===== src/rtl/uart_line_reader_pkg.sv =====
// Shared terminal definitions: control characters, printable bounds, line reader FSM states.
package uart_line_reader_pkg;

  localparam logic [7:0] CH_CR       = 8'h0D;
  localparam logic [7:0] CH_LF       = 8'h0A;
  localparam logic [7:0] CH_BS       = 8'h08;
  localparam logic [7:0] CH_DEL      = 8'h7F;
  localparam logic [7:0] CH_SP       = 8'h20;
  localparam logic [7:0] CH_PRINT_LO = 8'h20;
  localparam logic [7:0] CH_PRINT_HI = 8'h7E;

  typedef enum logic [1:0] {
    S_COLLECT = 2'd0,
    S_ECHO    = 2'd1,
    S_DONE    = 2'd2
  } state_e;

  function automatic logic is_printable(input logic [7:0] b);
    return (b >= CH_PRINT_LO) && (b <= CH_PRINT_HI);
  endfunction

endpackage


===== src/rtl/uart_line_reader_if.sv =====
// Line reader bus: rx buffer pop side, tx buffer push side, and the consumer line port.
interface uart_line_reader_if #(
  parameter int unsigned MAX_LEN = 32
);
  localparam int unsigned LEN_W = $clog2(MAX_LEN) + 1;
  localparam int unsigned IDX_W = $clog2(MAX_LEN);

  logic             rx_get;
  logic [7:0]       rx_data;
  logic             rx_empty;
  logic             tx_put;
  logic [7:0]       tx_data;
  logic             tx_empty;
  logic             line_valid;
  logic [LEN_W-1:0] line_len;
  logic             overflow;
  logic             line_ack;
  logic [IDX_W-1:0] rd_idx;
  logic [7:0]       rd_data;

  // Reader side
  modport master (
    output rx_get, tx_put, tx_data, line_valid, line_len, overflow, rd_data,
    input  rx_data, rx_empty, tx_empty, line_ack, rd_idx
  );

  // Environment side (buffers and consumer)
  modport slave (
    input  rx_get, tx_put, tx_data, line_valid, line_len, overflow, rd_data,
    output rx_data, rx_empty, tx_empty, line_ack, rd_idx
  );
endinterface


===== src/rtl/uart_line_reader_mem.sv =====
// Line storage: MAX_LEN x 8 register array, one write port, registered bound-checked read port.
module uart_line_mem #(
  parameter int unsigned MAX_LEN = 32,
  parameter int unsigned LEN_W   = 6,
  parameter int unsigned IDX_W   = 5
) (
  input  logic             clk,
  input  logic             rst_n,
  input  logic             i_we,
  input  logic [IDX_W-1:0] i_waddr,
  input  logic [7:0]       i_wdata,
  input  logic [IDX_W-1:0] i_rd_idx,
  input  logic [LEN_W-1:0] i_line_len,
  output logic [7:0]       o_rd_data
);
  logic [7:0] r_mem [MAX_LEN];
  logic [7:0] r_rd_data;

  // Character storage; contents after reset are don't-care
  always_ff @(posedge clk) begin
    if (i_we) r_mem[i_waddr] <= i_wdata;
  end

  // Registered read; indices past the current line length read as zero
  always_ff @(posedge clk or negedge rst_n) begin
    if (!rst_n) begin
      r_rd_data <= 8'h00;
    end else if (LEN_W'(i_rd_idx) < i_line_len) begin
      r_rd_data <= r_mem[i_rd_idx];
    end else begin
      r_rd_data <= 8'h00;
    end
  end

  assign o_rd_data = r_rd_data;
endmodule


===== src/rtl/uart_line_reader.sv =====
// Command line assembler: pops rx bytes, applies edits, holds the finished line for the consumer.
// Optional echo of edits to the tx buffer when UART_LINE_READER_ECHO_EN is defined.
module uart_line_reader
  import uart_line_reader_pkg::*;
#(
  parameter int unsigned MAX_LEN = 32
) (
  input logic          clk,
  input logic          rst_n,
  uart_line_reader_if.master bus
);
  localparam int unsigned LEN_W = $clog2(MAX_LEN) + 1;
  localparam int unsigned IDX_W = $clog2(MAX_LEN);

  state_e           r_state, w_state_d;
  logic [LEN_W-1:0] r_len, w_len_d;
  logic             r_ovf, w_ovf_d;
  logic             r_cr, w_cr_d;
  logic             w_consume, w_we, w_term, w_echo_req;
  logic [7:0]       w_b;
  logic [2:0][7:0]  w_echo_bytes;
  logic [1:0]       w_echo_n;

  assign w_b        = bus.rx_data;
  // Gated by rst_n so no pop is requested while held in reset
  assign bus.rx_get = rst_n && (r_state == S_COLLECT);
  assign w_consume  = bus.rx_get && !bus.rx_empty;

  assign bus.line_valid = (r_state == S_DONE);
  assign bus.line_len   = r_len;
  assign bus.overflow   = r_ovf;

  // Decode the consumed byte into store/edit/terminate actions and the echo it produces
  always_comb begin
    w_len_d      = r_len;
    w_ovf_d      = r_ovf;
    w_cr_d       = r_cr;
    w_we         = 1'b0;
    w_term       = 1'b0;
    w_echo_req   = 1'b0;
    w_echo_bytes = '0;
    w_echo_n     = 2'd0;
    if (w_consume) begin
      w_cr_d = 1'b0;
      if (is_printable(w_b)) begin
        if (r_len < LEN_W'(MAX_LEN)) begin
          w_we            = 1'b1;
          w_len_d         = r_len + 1'b1;
          w_echo_req      = 1'b1;
          w_echo_bytes[0] = w_b;
          w_echo_n        = 2'd1;
        end else begin
          w_ovf_d = 1'b1;
        end
      end else if (w_b == CH_BS || w_b == CH_DEL) begin
        if (r_len != '0) begin
          w_len_d      = r_len - 1'b1;
          w_echo_req   = 1'b1;
          w_echo_bytes = {CH_BS, CH_SP, CH_BS};
          w_echo_n     = 2'd3;
        end
      end else if (w_b == CH_CR || (w_b == CH_LF && !r_cr)) begin
        // LF right after CR is the second half of a CRLF pair and is swallowed
        w_cr_d       = (w_b == CH_CR);
        w_term       = 1'b1;
        w_echo_req   = 1'b1;
        w_echo_bytes = {8'h00, CH_LF, CH_CR};
        w_echo_n     = 2'd2;
      end
    end else if (r_state == S_DONE && bus.line_ack) begin
      w_len_d = '0;
      w_ovf_d = 1'b0;
    end
  end

`ifdef UART_LINE_READER_ECHO_EN
  logic [2:0][7:0] r_echo_q, w_echo_q_d;
  logic [1:0]      r_echo_cnt, w_echo_cnt_d;
  logic            r_echo_go, w_echo_go_d;
  logic            r_echo_term, w_echo_term_d;
  logic            w_put;

  // FSM next state; echo burst starts once tx is empty and then runs back-to-back
  always_comb begin
    w_state_d     = r_state;
    w_echo_q_d    = r_echo_q;
    w_echo_cnt_d  = r_echo_cnt;
    w_echo_go_d   = r_echo_go;
    w_echo_term_d = r_echo_term;
    w_put         = 1'b0;
    unique case (r_state)
      S_COLLECT: begin
        if (w_echo_req) begin
          w_state_d     = S_ECHO;
          w_echo_q_d    = w_echo_bytes;
          w_echo_cnt_d  = w_echo_n;
          w_echo_term_d = w_term;
          w_echo_go_d   = 1'b0;
        end
      end
      S_ECHO: begin
        if (bus.tx_empty || r_echo_go) begin
          w_put        = 1'b1;
          w_echo_go_d  = 1'b1;
          w_echo_q_d   = {8'h00, r_echo_q[2], r_echo_q[1]};
          w_echo_cnt_d = r_echo_cnt - 2'd1;
          if (r_echo_cnt == 2'd1) begin
            w_echo_go_d = 1'b0;
            w_state_d   = r_echo_term ? S_DONE : S_COLLECT;
          end
        end
      end
      S_DONE: begin
        if (bus.line_ack) w_state_d = S_COLLECT;
      end
      default: w_state_d = S_COLLECT;
    endcase
  end

  // Echo queue registers
  always_ff @(posedge clk or negedge rst_n) begin
    if (!rst_n) begin
      r_echo_q    <= '0;
      r_echo_cnt  <= 2'd0;
      r_echo_go   <= 1'b0;
      r_echo_term <= 1'b0;
    end else begin
      r_echo_q    <= w_echo_q_d;
      r_echo_cnt  <= w_echo_cnt_d;
      r_echo_go   <= w_echo_go_d;
      r_echo_term <= w_echo_term_d;
    end
  end

  assign bus.tx_put  = w_put;
  assign bus.tx_data = w_put ? r_echo_q[0] : 8'h00;
`else
  logic w_unused_echo;

  // FSM next state without echo: terminate goes straight to S_DONE
  always_comb begin
    w_state_d = r_state;
    unique case (r_state)
      S_COLLECT: if (w_term) w_state_d = S_DONE;
      S_DONE:    if (bus.line_ack) w_state_d = S_COLLECT;
      default:   w_state_d = S_COLLECT;
    endcase
  end

  assign bus.tx_put    = 1'b0;
  assign bus.tx_data   = 8'h00;
  assign w_unused_echo = bus.tx_empty ^ w_echo_req ^ (^w_echo_bytes) ^ (^w_echo_n);
`endif

  // State, line length, overflow and CR-seen registers
  always_ff @(posedge clk or negedge rst_n) begin
    if (!rst_n) begin
      r_state <= S_COLLECT;
      r_len   <= '0;
      r_ovf   <= 1'b0;
      r_cr    <= 1'b0;
    end else begin
      r_state <= w_state_d;
      r_len   <= w_len_d;
      r_ovf   <= w_ovf_d;
      r_cr    <= w_cr_d;
    end
  end

  uart_line_mem #(
    .MAX_LEN (MAX_LEN),
    .LEN_W   (LEN_W),
    .IDX_W   (IDX_W)
  ) u_mem (
    .clk        (clk),
    .rst_n      (rst_n),
    .i_we       (w_we),
    .i_waddr    (r_len[IDX_W-1:0]),
    .i_wdata    (w_b),
    .i_rd_idx   (bus.rd_idx),
    .i_line_len (r_len),
    .o_rd_data  (bus.rd_data)
  );
endmodule

===== src/flat_wrapper.sv =====
// flat-port wrapper written by rule: the top's interface ports become plain ports
module uart_line_reader_flat import uart_line_reader_pkg::*;
#(
  parameter int unsigned MAX_LEN = 32
)
  (clk, rst_n, bus_rx_get, bus_tx_put, bus_tx_data, bus_line_valid, bus_line_len, bus_overflow, bus_rd_data, bus_rx_data, bus_rx_empty, bus_tx_empty, bus_line_ack, bus_rd_idx);
  uart_line_reader_if #(.MAX_LEN(MAX_LEN)) bus_i ();
  input logic clk;
  input logic rst_n;
  output wire logic [$bits(bus_i.rx_get)-1:0] bus_rx_get;
  output wire logic [$bits(bus_i.tx_put)-1:0] bus_tx_put;
  output wire logic [$bits(bus_i.tx_data)-1:0] bus_tx_data;
  output wire logic [$bits(bus_i.line_valid)-1:0] bus_line_valid;
  output wire logic [$bits(bus_i.line_len)-1:0] bus_line_len;
  output wire logic [$bits(bus_i.overflow)-1:0] bus_overflow;
  output wire logic [$bits(bus_i.rd_data)-1:0] bus_rd_data;
  input wire logic [$bits(bus_i.rx_data)-1:0] bus_rx_data;
  input wire logic [$bits(bus_i.rx_empty)-1:0] bus_rx_empty;
  input wire logic [$bits(bus_i.tx_empty)-1:0] bus_tx_empty;
  input wire logic [$bits(bus_i.line_ack)-1:0] bus_line_ack;
  input wire logic [$bits(bus_i.rd_idx)-1:0] bus_rd_idx;
  assign bus_rx_get = bus_i.rx_get;
  assign bus_tx_put = bus_i.tx_put;
  assign bus_tx_data = bus_i.tx_data;
  assign bus_line_valid = bus_i.line_valid;
  assign bus_line_len = bus_i.line_len;
  assign bus_overflow = bus_i.overflow;
  assign bus_rd_data = bus_i.rd_data;
  assign bus_i.rx_data = bus_rx_data;
  assign bus_i.rx_empty = bus_rx_empty;
  assign bus_i.tx_empty = bus_tx_empty;
  assign bus_i.line_ack = bus_line_ack;
  assign bus_i.rd_idx = bus_rd_idx;
  uart_line_reader #(.MAX_LEN(MAX_LEN)) u_core (.clk(clk), .rst_n(rst_n), .bus(bus_i));
endmodule

===== config.mk =====
export PLATFORM = sky130hd
export DESIGN_NAME = uart_line_reader_flat
export DESIGN_NICKNAME = d
export VERILOG_FILES = /design/src/rtl/uart_line_reader_pkg.sv /design/src/rtl/uart_line_reader_if.sv /design/src/rtl/uart_line_reader_mem.sv /design/src/rtl/uart_line_reader.sv /design/src/flat_wrapper.sv
export SDC_FILE = /design/constraint.sdc
export NUM_CORES = 1
export LEC_CHECK = 0
export ABC_AREA = 1
export BUFFER_PORTS_ARGS = -buffer_cell sky130_fd_sc_hd__buf_4
export CAP_MARGIN = 20
export CORE_ASPECT_RATIO = 0.9
export CORE_MARGIN = 8
export CORE_UTILIZATION = 50
export CTS_BUF_LIST = sky130_fd_sc_hd__clkbuf_16
export CTS_CLUSTER_DIAMETER = 50
export DETAILED_ROUTE_END_ITERATION = 10
export HOLD_SLACK_MARGIN = 0.12
export PLACE_DENSITY = 0.67
export SKIP_LAST_GASP = 1
export SLEW_MARGIN = 30
export SYNTH_ARGS = -nofsm -noshare
export SYNTH_HDL_FRONTEND = slang
export SYNTH_SLANG_ARGS = --single-unit

===== constraint.sdc =====
create_clock -name clk -period 6.2 [get_ports clk]
set_clock_uncertainty 0.2 [all_clocks]
set_input_delay 1.24 -clock clk [delete_from_list [all_inputs] [get_ports clk]]
set_output_delay 1.24 -clock clk [all_outputs]
set_load 0.005 [all_outputs]

==> summary.txt, run 1 <==
Route
  • Residual DRC: 0
  • WL per Instance: 19.5 µm
  • Final WL: 27200 µm
  • Vias: 7629
  • Initial DRC Count: 839
  • Drt pass-1 iters: 5
  • Vias/cell: 5.47
  • Routed Antenna Nets: 0

CTS
  • Clock tree sinks: 273
  • CTS Hold Bufs: 0
  • Clk_lat worst skew: 0.54 ns
  • CTS root buffer: clkbuf_16
  • Max clock buf depth: 3
  • CTS clock-pin slew for the worst setup and hold paths: 0.06 ns
  • Post-cts resize count: 0
  • CTS tree: built
  • H-tree Lvls: 1
  • CTS Buf Count: 30
  • Post-CTS setup buffer count: 0

Power
  • Internal cell power: 0.00308 W
  • Switching Fraction: 24.6%
  • P_sw: 0.00100 W
  • Sequential Power Share: 50.9%
  • Total leakage power: 4.91 nW
  • Peak supply drop: 0.000238 V
  • P per Cell Area: 317 nW/µm²
  • Clk pwr share: 39.1%
  • Combinational Power Share: 10.0%

Placed design
  • Port Buf Inserts: 33
  • Placed cell areas: 12000 µm²
  • Detailed Place HPWL: 15600 µm
  • GP Congestion: 0.824
  • Inst Count DP: 1340
  • Post-place setup slack: 1.94 ns

Synth
  • Seq cells post-synth: 273
  • Mapped Area: 11600 µm²
  • Synth Warn #: 0
  • Distinct cells, synth: 28
  • Sequential-to-total area share from yosys stat: 69.7%
  • Synthesized area per cell: 11.1 µm²
  • Syn Inst Count: 1051

Worst setup path
  • CP peak stage delay: 0.74 ns
  • CP required: 6.42 ns
  • Kind of critical path: input pin to flop
  • Worst R2R Setup Slack: 3.56 ns
  • Crit-path cells: buf_4 -> clkinv_2 -> buf_4 -> nand2_1 -> nand3_1 -> nand3_1 -> nand3_1 -> nand2_1 -> nand2_1 -> nand2_1 -> nor2_1
  • RR Endpoint: u_core.u_mem.r_mem[5][4]$_DFFE_PP_
  • Crit path buffers/inverters: 3
  • Top delay family on crit path: buffers and inverters
  • CP arrival: 3.93 ns
  • R2R Path Start: u_core.r_state[1]$_DFFE_PN0P_
  • Startpoint Class: input pin
  • Maximum fanout along the worst path: 63
  • Critical Path Source: bus_rd_idx[0]
  • Worst Reg-to-Reg Cells: 5
  • Worst path most repeated cell: nand2_1
  • CP max-delay cell: clkinv_2
  • CP Capture Type: flop

Global routing
  • Antenna violations before repair: 0
  • GRT Total Usage: 18.9%
  • Vias in the first global route: 7188
  • Grt total ovfl: 0
  • Largest net degree at the start of global routing: 69
  • First-pass GRT wire length: 41400 µm

Die
  • # IOs: 44
  • Starting Density: 50.3%
  • Die Ht: 161 µm
  • Die X-Extent: 177 µm
  • Core area: 23100 µm²
  • Die Area: 28400 µm²
  • Placement Rows: 53

STA
  • TNS Setup: 0 ns
  • RSZ-0062 raised after global routing: no
  • Setup violations, final: 0
  • Max-slew violations: 0
  • Period utilisation layout: 59.9%
  • Final setup margin: 2.49 ns
  • Final hold violation count: 0
  • Slew HR: 45.8%
  • Worst slew pin tran: 0.814 ns
  • Highest Clock Rate: 269 MHz
  • Minimum clock period after layout: 3.71 ns

Worst hold path
  • Hold path cells: 2
  • Hold endpoint: u_core.r_cr$_DFFE_PN0P_
  • Worst Hold Class: flop to flop
  • Hold path start: u_core.r_cr$_DFFE_PN0P_

Run status
  • Status: finished, final reports clean

Finish
  • Post-route cell area: 12900 µm²
  • Final Net Count: 1099
  • Area grow syn2layout: 10.7%
  • Share of layout cells above drive strength 1: 8.24%
  • Final std cells w/o fill: 1394
  • Antenna Cells: 0

Run
  • Max-Cap Viols: 0
==> Yosys cell counts (all sizes together) <==
cell | count | share of area [%]
or2 | 1 | 0.054
inv | 43 | 1.4
nand4 | 9 | 0.48
nand2 | 348 | 11
o311ai | 1 | 0.075
buf | 51 | 2.8
ha | 10 | 1.1
a21oi | 5 | 0.21
xnor2 | 2 | 0.15
fa | 1 | 0.17
dfrtp | 17 | 3.7
nor2 | 58 | 1.9
nand3 | 227 | 9.8
clkbuf | 10 | 0.32
nor3 | 2 | 0.18
o21ai | 7 | 0.33
conb | 1 | 0.032
o31ai | 1 | 0.065
xor2 | 1 | 0.075
edfxtp | 256 | 66
==> power groups by stage <==
stage | clock network (W) | logic, W | registers (W)
2_1_floorplan | 0 | 0.000233 | 0.00211
3_3_place_gp | 0 | 0.000398 | 0.00212
3_5_place_dp | 0 | 0.000406 | 0.00212
4_1_cts | 0.00162 | 0.000408 | 0.00208
5_1_grt | 0.00169 | 0.000452 | 0.00208
6_report | 0.00160 | 0.000408 | 0.00208
==> cell type report <==
type	instances	area, µm²
multi-input cells	682	3030
inverters	43	163
flip-flops and latches	273	8110
clock buffers	31	776
clock inverters	23	118
repair buffers	40	300
fillers	1950	10300
well taps	302	378
==> worst min-delay path: stages, from the launching register on <==
cell,delay [ns]
dfrtp_1,0.34
nand2_1,0.05
o21ai_0,0.06
==> flip-flops by register name, summed over array words and instances, names as in the netlist <==
name and count:
u_core.u_mem.o_rd_data 8, u_core.bus.line_len 6, u_core.u_mem.r_mem 256, u_core.r_state 1, u_core.r_cr 1, u_core.bus.overflow 1
==> per-stage QoR <==
step | util (%) | hold WS (ns) | power [W]
CTS | 55.7 | 0.291 | 0.00411
detailed placement | 51.8 | 0.275 | 0.00252
floorplan | - | 0.248 | 0.00235
global route | 55.7 | 0.342 | 0.00423
global placement | 51.8 | 0.266 | 0.00252
finish | 55.7 | 0.289 | 0.00408
==> worst max path at each step <==
stage | endpoint | slack, ns | depth (start not counted)
final | u_core.u_mem.o_rd_data[0]$_DFF_PN0_ | 2.49 | 11
after floorplan | u_core.u_mem.r_mem[20][0]$_DFFE_PP_ | 2.99 | 11
after CTS | u_core.u_mem.o_rd_data[6]$_DFF_PN0_ | 2.50 | 10
after detailed placement | u_core.u_mem.o_rd_data[6]$_DFF_PN0_ | 1.94 | 10
after global placement | u_core.u_mem.o_rd_data[6]$_DFF_PN0_ | 1.94 | 10
after global routing | u_core.u_mem.r_mem[4][2]$_DFFE_PP_ | 2.20 | 12
==> cells in the final DEF, fill, tap and decap left out, types with 6 or more instances in the layout <==
master	count
nand2_1	347
edfxtp_1	256
nand3_1	227
nor2_1	57
inv_1	45
buf_4	40
clkbuf_16	31
dfrtp_1	17
ha_1	10
nand4_1	9
conb_1	9
clkinv_1	7
o21ai_0	6
==> cells by family after synthesis <==
logic type / share of synthesized area, %
adders and majority gates: 1.25
other: 0.0322
AOI/OAI and AO/OA: 0.688
buffers and inverters: 4.48
DFF: 69.7
xor gates and xnor gates: 0.226
and+or+nand+nor: 23.6
==> routing by layer <==
layer / global-route usage (%) / routed length, µm / up-vias
li1: - / - / 3649
met5: 0 / 0 / -
met3: 3.85 / 2120 / 46
met1: 26.3 / 11900 / 3655
met4: 4.62 / 519 / 0
met2: 30.0 / 12600 / 279
(Power assumes the default switching activity.)
==> run 2: changes to the inputs <==
- clock period: 6.2 -> 3.64 ns (I/O delays scaled with it)
==> run 2 against run 1 <==
Against the previous run: sequential cell count unchanged; register-to-register slack got worse by 2.2 ns; combinational power is 73% higher; non-clock buffer count rose by 41; sequential power up 70%; design area is 2.9% higher; utilization grew 1.6 points; wire length decreased by 1.3%; clock-buffer cell count shrank 2; first-iteration DRC count is 19% lower; highest routed layer unchanged; global-route usage shrank 0.16 points.
==> summary.txt, run 2 (synthesis gave the netlist of run 1 again) <==
Worst setup path
  • Worst Setup EP: u_core.u_mem.r_mem[21][0]$_DFFE_PP_
  • Critical Path Source: bus_rx_data[0]
  • Worst Reg-to-Reg Cells: 6
  • CP Capture Type: flop
  • Maximum fanout along the worst path: 34
  • RR Endpoint: u_core.u_mem.r_mem[21][0]$_DFFE_PP_
  • Startpoint Class: input pin
  • CP arrival: 2.77 ns
  • R2R Path Start: u_core.r_state[1]$_DFFE_PN0P_
  • CP required: 3.67 ns
  • Worst R2R Setup Slack: 1.40 ns
  • Kind of critical path: input pin to flop

Global routing
  • Largest net degree at the start of global routing: 130
  • Antenna violations before repair: 1
  • First-pass GRT wire length: 41200 µm
  • GRT Total Usage: 18.7%
  • Grt total ovfl: 0
  • Vias in the first global route: 7272

Die
  • Starting Density: 50.3%
  • Placement Rows: 53
  • Die Area: 28400 µm²
  • Core area: 23100 µm²
  • Die Ht: 161 µm
  • # IOs: 44
  • Die X-Extent: 177 µm

Route
  • Residual DRC: 0
  • Routed Antenna Nets: 0
  • WL per Instance: 18.7 µm
  • Vias/cell: 5.35
  • Final WL: 26800 µm
  • Drt pass-1 iters: 5
  • Initial DRC Count: 676
  • Vias: 7675

CTS
  • H-tree Lvls: 1
  • Post-CTS setup buffer count: 0
  • CTS clock-pin slew for the worst setup and hold paths: 0.06 ns
  • Clk_lat worst skew: 0.53 ns
  • CTS root buffer: clkbuf_16
  • Max clock buf depth: 3
  • CTS Buf Count: 28
  • CTS tree: built
  • Post-cts resize count: 0
  • Clock tree sinks: 273

Power
  • Peak supply drop: 0.000484 V
  • P per Cell Area: 532 nW/µm²
  • Total Power: 0.00705 W
  • Total leakage power: 5.16 nW

STA
  • Max-slew violations: 0
  • Slew HR: 58.3%
  • TNS Setup: 0 ns
  • WHS: 0.194 ns
  • Highest Clock Rate: 365 MHz
  • Worst slew pin tran: 0.625 ns
  • Setup violations, final: 0
  • Minimum clock period after layout: 2.74 ns
  • RSZ-0062 raised after global routing: no
  • Period utilisation layout: 75.3%
  • Final hold violation count: 0

Finish
  • Max reg flops: 256
  • Most frequent cells in the layout: nand2_1, edfxtp_1, nand3_1
  • Area grow syn2layout: 13.9%
  • Fill cells: 1900
  • Top reg by flops: u_core.u_mem.r_mem
  • Share of layout cells above drive strength 1: 11.5%
  • Final Net Count: 1138
  • Most common cell after layout, fill and taps aside: nand2_1
  • Final core utilization: 57.3%

Placed design
  • Detailed Place HPWL: 16000 µm
  • Port Buf Inserts: 33
  • GP Congestion: 0.828

Worst hold path
  • Worst Hold Class: input pin to flop

Run status
  • Status: finished, final reports clean

Run
  • Max-Cap Viols: 0
## run 2: cell types whose count changed in the layout (fill, tap and decap cells not counted), sizes merged
cell         change
dlygate4sd3      +1
clkinvlp         +1
buf             +40
diode            +1
clkinv           -4
clkbuf           -2
bufinv           +3
## run 2: worst min-delay path by stage
stage,start,end,slack (ns),cells after the start
after floorplan,rst_n,u_core.bus.line_len[0]$_DFFE_PN0P_,0.23,0
after global placement,u_core.r_cr$_DFFE_PN0P_,u_core.r_cr$_DFFE_PN0P_,0.27,2
after detailed placement,u_core.r_cr$_DFFE_PN0P_,u_core.r_cr$_DFFE_PN0P_,0.28,2
after CTS,bus_line_ack,u_core.r_state[1]$_DFFE_PN0P_,0.18,2
after global routing,bus_line_ack,u_core.r_state[1]$_DFFE_PN0P_,0.20,2
final,bus_line_ack,u_core.r_state[1]$_DFFE_PN0P_,0.19,2
## run 2: worst max-delay path: stages
cell     delay (ns)
buf_4          0.24
inv_1          0.15
nor2_1         0.05
nand4_1        0.11
nand2_1        0.19
inv_1          0.18
ha_1           0.16
nand2_1        0.07
nor2_1         0.24
nand3_1        0.27
nor2_1         0.17
buf_4          0.21
## run 2: final cells by class
class / count / area, µm² / share of cell area [%]
antenna: 1 / 2.50 / 0.0189
multi-input combinational: 682 / 3030 / 22.9
timing repair buffer: 81 / 648 / 4.89
inverter: 43 / 163 / 1.23
clock inverter: 23 / 191 / 1.44
tap: 302 / 378 / 2.85
clock buffer: 29 / 726 / 5.47
sequential: 273 / 8110 / 61.2
## run 2: where the power goes
group	leakage (nW)	total [W]	switching [W]	internal, W
Clock	0.462	0.00280	0.00115	0.00165
Combinational	2.17	0.000707	0.000472	0.000235
Sequential	2.52	0.00354	0.0000475	0.00349
## run 2: per-layer routing
layer  GRT usage (%)  vias up  routed length, µm
met5               0        -                  0
met2            29.7      258              12600
met3            3.26       50               1870
met4            5.92        0                725
met1            25.9     3638              11600
li1                -     3729                  -
## run 2: metrics by stage
step	instances	cell area (µm²)	setup slack, ns
5_1_grt	1433	13300	0.736
2_1_floorplan	1059	11700	0.942
3_5_place_dp	1380	12300	0.404
6_report	1434	13300	0.900
3_3_place_gp	1380	12300	0.481
4_1_cts	1433	13300	0.950
## run 2: what timing repair did
action                                 in CTS  in global routing
endpoints found under the hold margin      17                  0
hold buffers                                1                  0
setup endpoints to repair                   0                  0
==> run 3: changes to the inputs <==
- PLACE_DENSITY: 0.67 -> 0.69
- clock period: 3.64 -> 2.35 ns (I/O delays scaled with it)
==> run 3 against run 2 <==
Against the previous run: via count rose by 4.4%; global-route usage increased by 1.2 points; sequential share of layout area fell by 1.1 points; clock power rose by 44%; largest power group unchanged.
==> summary.txt, run 3 (synthesis gave the netlist of run 1 again) <==
Finish
  • Max reg flops: 256
  • Final core utilization: 58.3%
  • Most frequent cells in the layout: nand2_1, edfxtp_1, nand3_1
  • Final Net Count: 1171
  • Final std cells w/o fill: 1462
  • Fill cells: 1836
  • Antenna Cells: 0
  • Register area: 8110 µm²
  • Share of layout cells above drive strength 1: 13.6%
  • Area grow syn2layout: 16.0%
  • Top reg by flops: u_core.u_mem.r_mem
  • Most common cell after layout, fill and taps aside: nand2_1
  • Post-route cell area: 13500 µm²
  • Multi-input logic area: 3050 µm²

Power
  • Combinational Power Share: 11.3%
  • Peak supply drop: 0.000840 V
  • Internal cell power: 0.00816 W
  • P_sw: 0.00257 W
  • Switching Fraction: 24.0%
  • Clk pwr share: 37.5%
  • P per Cell Area: 795 nW/µm²
  • Total leakage power: 5.30 nW
  • Sequential Power Share: 51.1%

Worst setup path
  • R2R Path Start: u_core.r_state[1]$_DFFE_PN0P_
  • Kind of critical path: input pin to flop
  • CP required: 2.39 ns
  • Startpoint Class: input pin
  • CP Capture Type: flop
  • CP arrival: 2.22 ns
  • Critical Path Source: rst_n
  • Maximum fanout along the worst path: 8

Global routing
  • First-pass GRT wire length: 43900 µm
  • Grt total ovfl: 0
  • Vias in the first global route: 7773
  • Largest net degree at the start of global routing: 48
  • Antenna violations before repair: 0
  • GRT Total Usage: 19.9%

STA
  • Setup violations, final: 0
  • WHS: 0.128 ns
  • TNS Setup: 0 ns
  • Period utilisation layout: 92.8%
  • Final hold violation count: 0
  • Highest Clock Rate: 459 MHz
  • Max-slew violations: 0
  • Worst slew pin tran: 0.595 ns
  • RSZ-0062 raised after global routing: no
  • Slew HR: 60.2%
  • Minimum clock period after layout: 2.18 ns

Route
  • Vias: 8010
  • Met2 WL: 12900 µm
  • Metal3 WL: 2460 µm
  • DRT met1 WL: 12000 µm
  • Routed Antenna Nets: 0
  • Max layer used: met4
  • Drt pass-1 iters: 5
  • Final WL: 28100 µm
  • Initial DRC Count: 938
  • WL per Instance: 19.2 µm
  • Vias/cell: 5.48
  • Residual DRC: 0

CTS
  • CTS tree: built
  • CTS Buf Count: 28
  • Clock tree sinks: 273
  • Clk_lat worst skew: 0.53 ns
  • H-tree Lvls: 1
  • CTS root buffer: clkbuf_16
  • Max clock buf depth: 3
  • CTS clock-pin slew for the worst setup and hold paths: 0.06 ns

Placed design
  • Placed cell areas: 12600 µm²
  • Detailed Place HPWL: 17400 µm
  • Inst Count DP: 1411
  • GP Congestion: 0.821
  • Port Buf Inserts: 33

Run
  • Max-Cap Viols: 0

Die
  • Die Area: 28400 µm²
  • Placement Rows: 53
  • # IOs: 44
  • Starting Density: 50.3%
  • Die Ht: 161 µm
  • Core area: 23100 µm²
  • Die X-Extent: 177 µm

Worst hold path
  • Hold path start: bus_rx_data[7]
  • Worst Hold Class: input pin to flop

Run status
  • Status: finished, final reports clean
## run 3: changes by cell type in the layout (fill, tap and decap cells not counted), sizes merged, moves of 2 or more
cell,change
buf,+31
dlygate4sd3,+2
bufinv,-2
clkinvlp,-4
## run 3: timing repair
item,4_1_cts,5_1_grt
hold endpoints to repair,21,0
hold buffers,3,0
endpoints found under the setup margin,0,77
buffers inserted,0,0
resized for setup,0,2
## run 3: per-stage QoR
stage	power [W]	setup slack, ns
final	0.0107	0.170
after CTS	0.0108	0.0818
after global placement	0.00676	-0.325
after detailed placement	0.00679	-0.361
after floorplan	0.00620	-0.0899
after global routing	0.0111	0.0569
## run 3: layout make-up
type / instances / area share (%)
clock buffers: 29 / 5.38
inverters: 43 / 1.20
multi-input cells: 682 / 22.6
repair buffers: 114 / 7.14
well taps: 302 / 2.80
clock inverters: 19 / 0.779
flip-flops and latches: 273 / 60.1
## run 3: worst max-delay path, stage by stage
cell           delay, ns
dlygate4sd3_1       0.52
buf_4               0.11
inv_1               0.06
nor3_4              0.15
nand2_1             0.11
nor2_2              0.21
nand2_1             0.24
nor2_1              0.15
buf_4               0.19
## run 3: path summary, 6_finish.rpt
check,to,cells after the start,slack [ns]
hold / removal,u_core.u_mem.r_mem[11][7]$_DFFE_PP_,2,0.13
setup reg to reg,u_core.u_mem.r_mem[6][2]$_DFFE_PP_,6,0.28
setup / recovery,u_core.u_mem.r_mem[6][2]$_DFFE_PP_,9,0.17
min in group asynchronous,u_core.r_cr$_DFFE_PN0P_,3,0.27
max in group asynchronous,u_core.u_mem.o_rd_data[0]$_DFF_PN0_,3,1.43
hold reg to reg,u_core.r_cr$_DFFE_PN0P_,2,0.29
## run 3: power by group through the flow
| stage | registers, W | clock network [W] | logic, W |
|---|---|---|---|
| global placement | 0.00558 | 0 | 0.00118 |
| floorplan | 0.00558 | 0 | 0.000621 |
| detailed placement | 0.00558 | 0 | 0.00121 |
| CTS | 0.00548 | 0.00405 | 0.00121 |
| finish | 0.00548 | 0.00403 | 0.00122 |
| global route | 0.00549 | 0.00425 | 0.00134 |
## run 3: routing by layer
layer	track usage, %	vias to the layer above
met5	0	-
met2	31.0	340
met4	5.50	0
met3	3.31	42
li1	-	3794
met1	28.4	3834
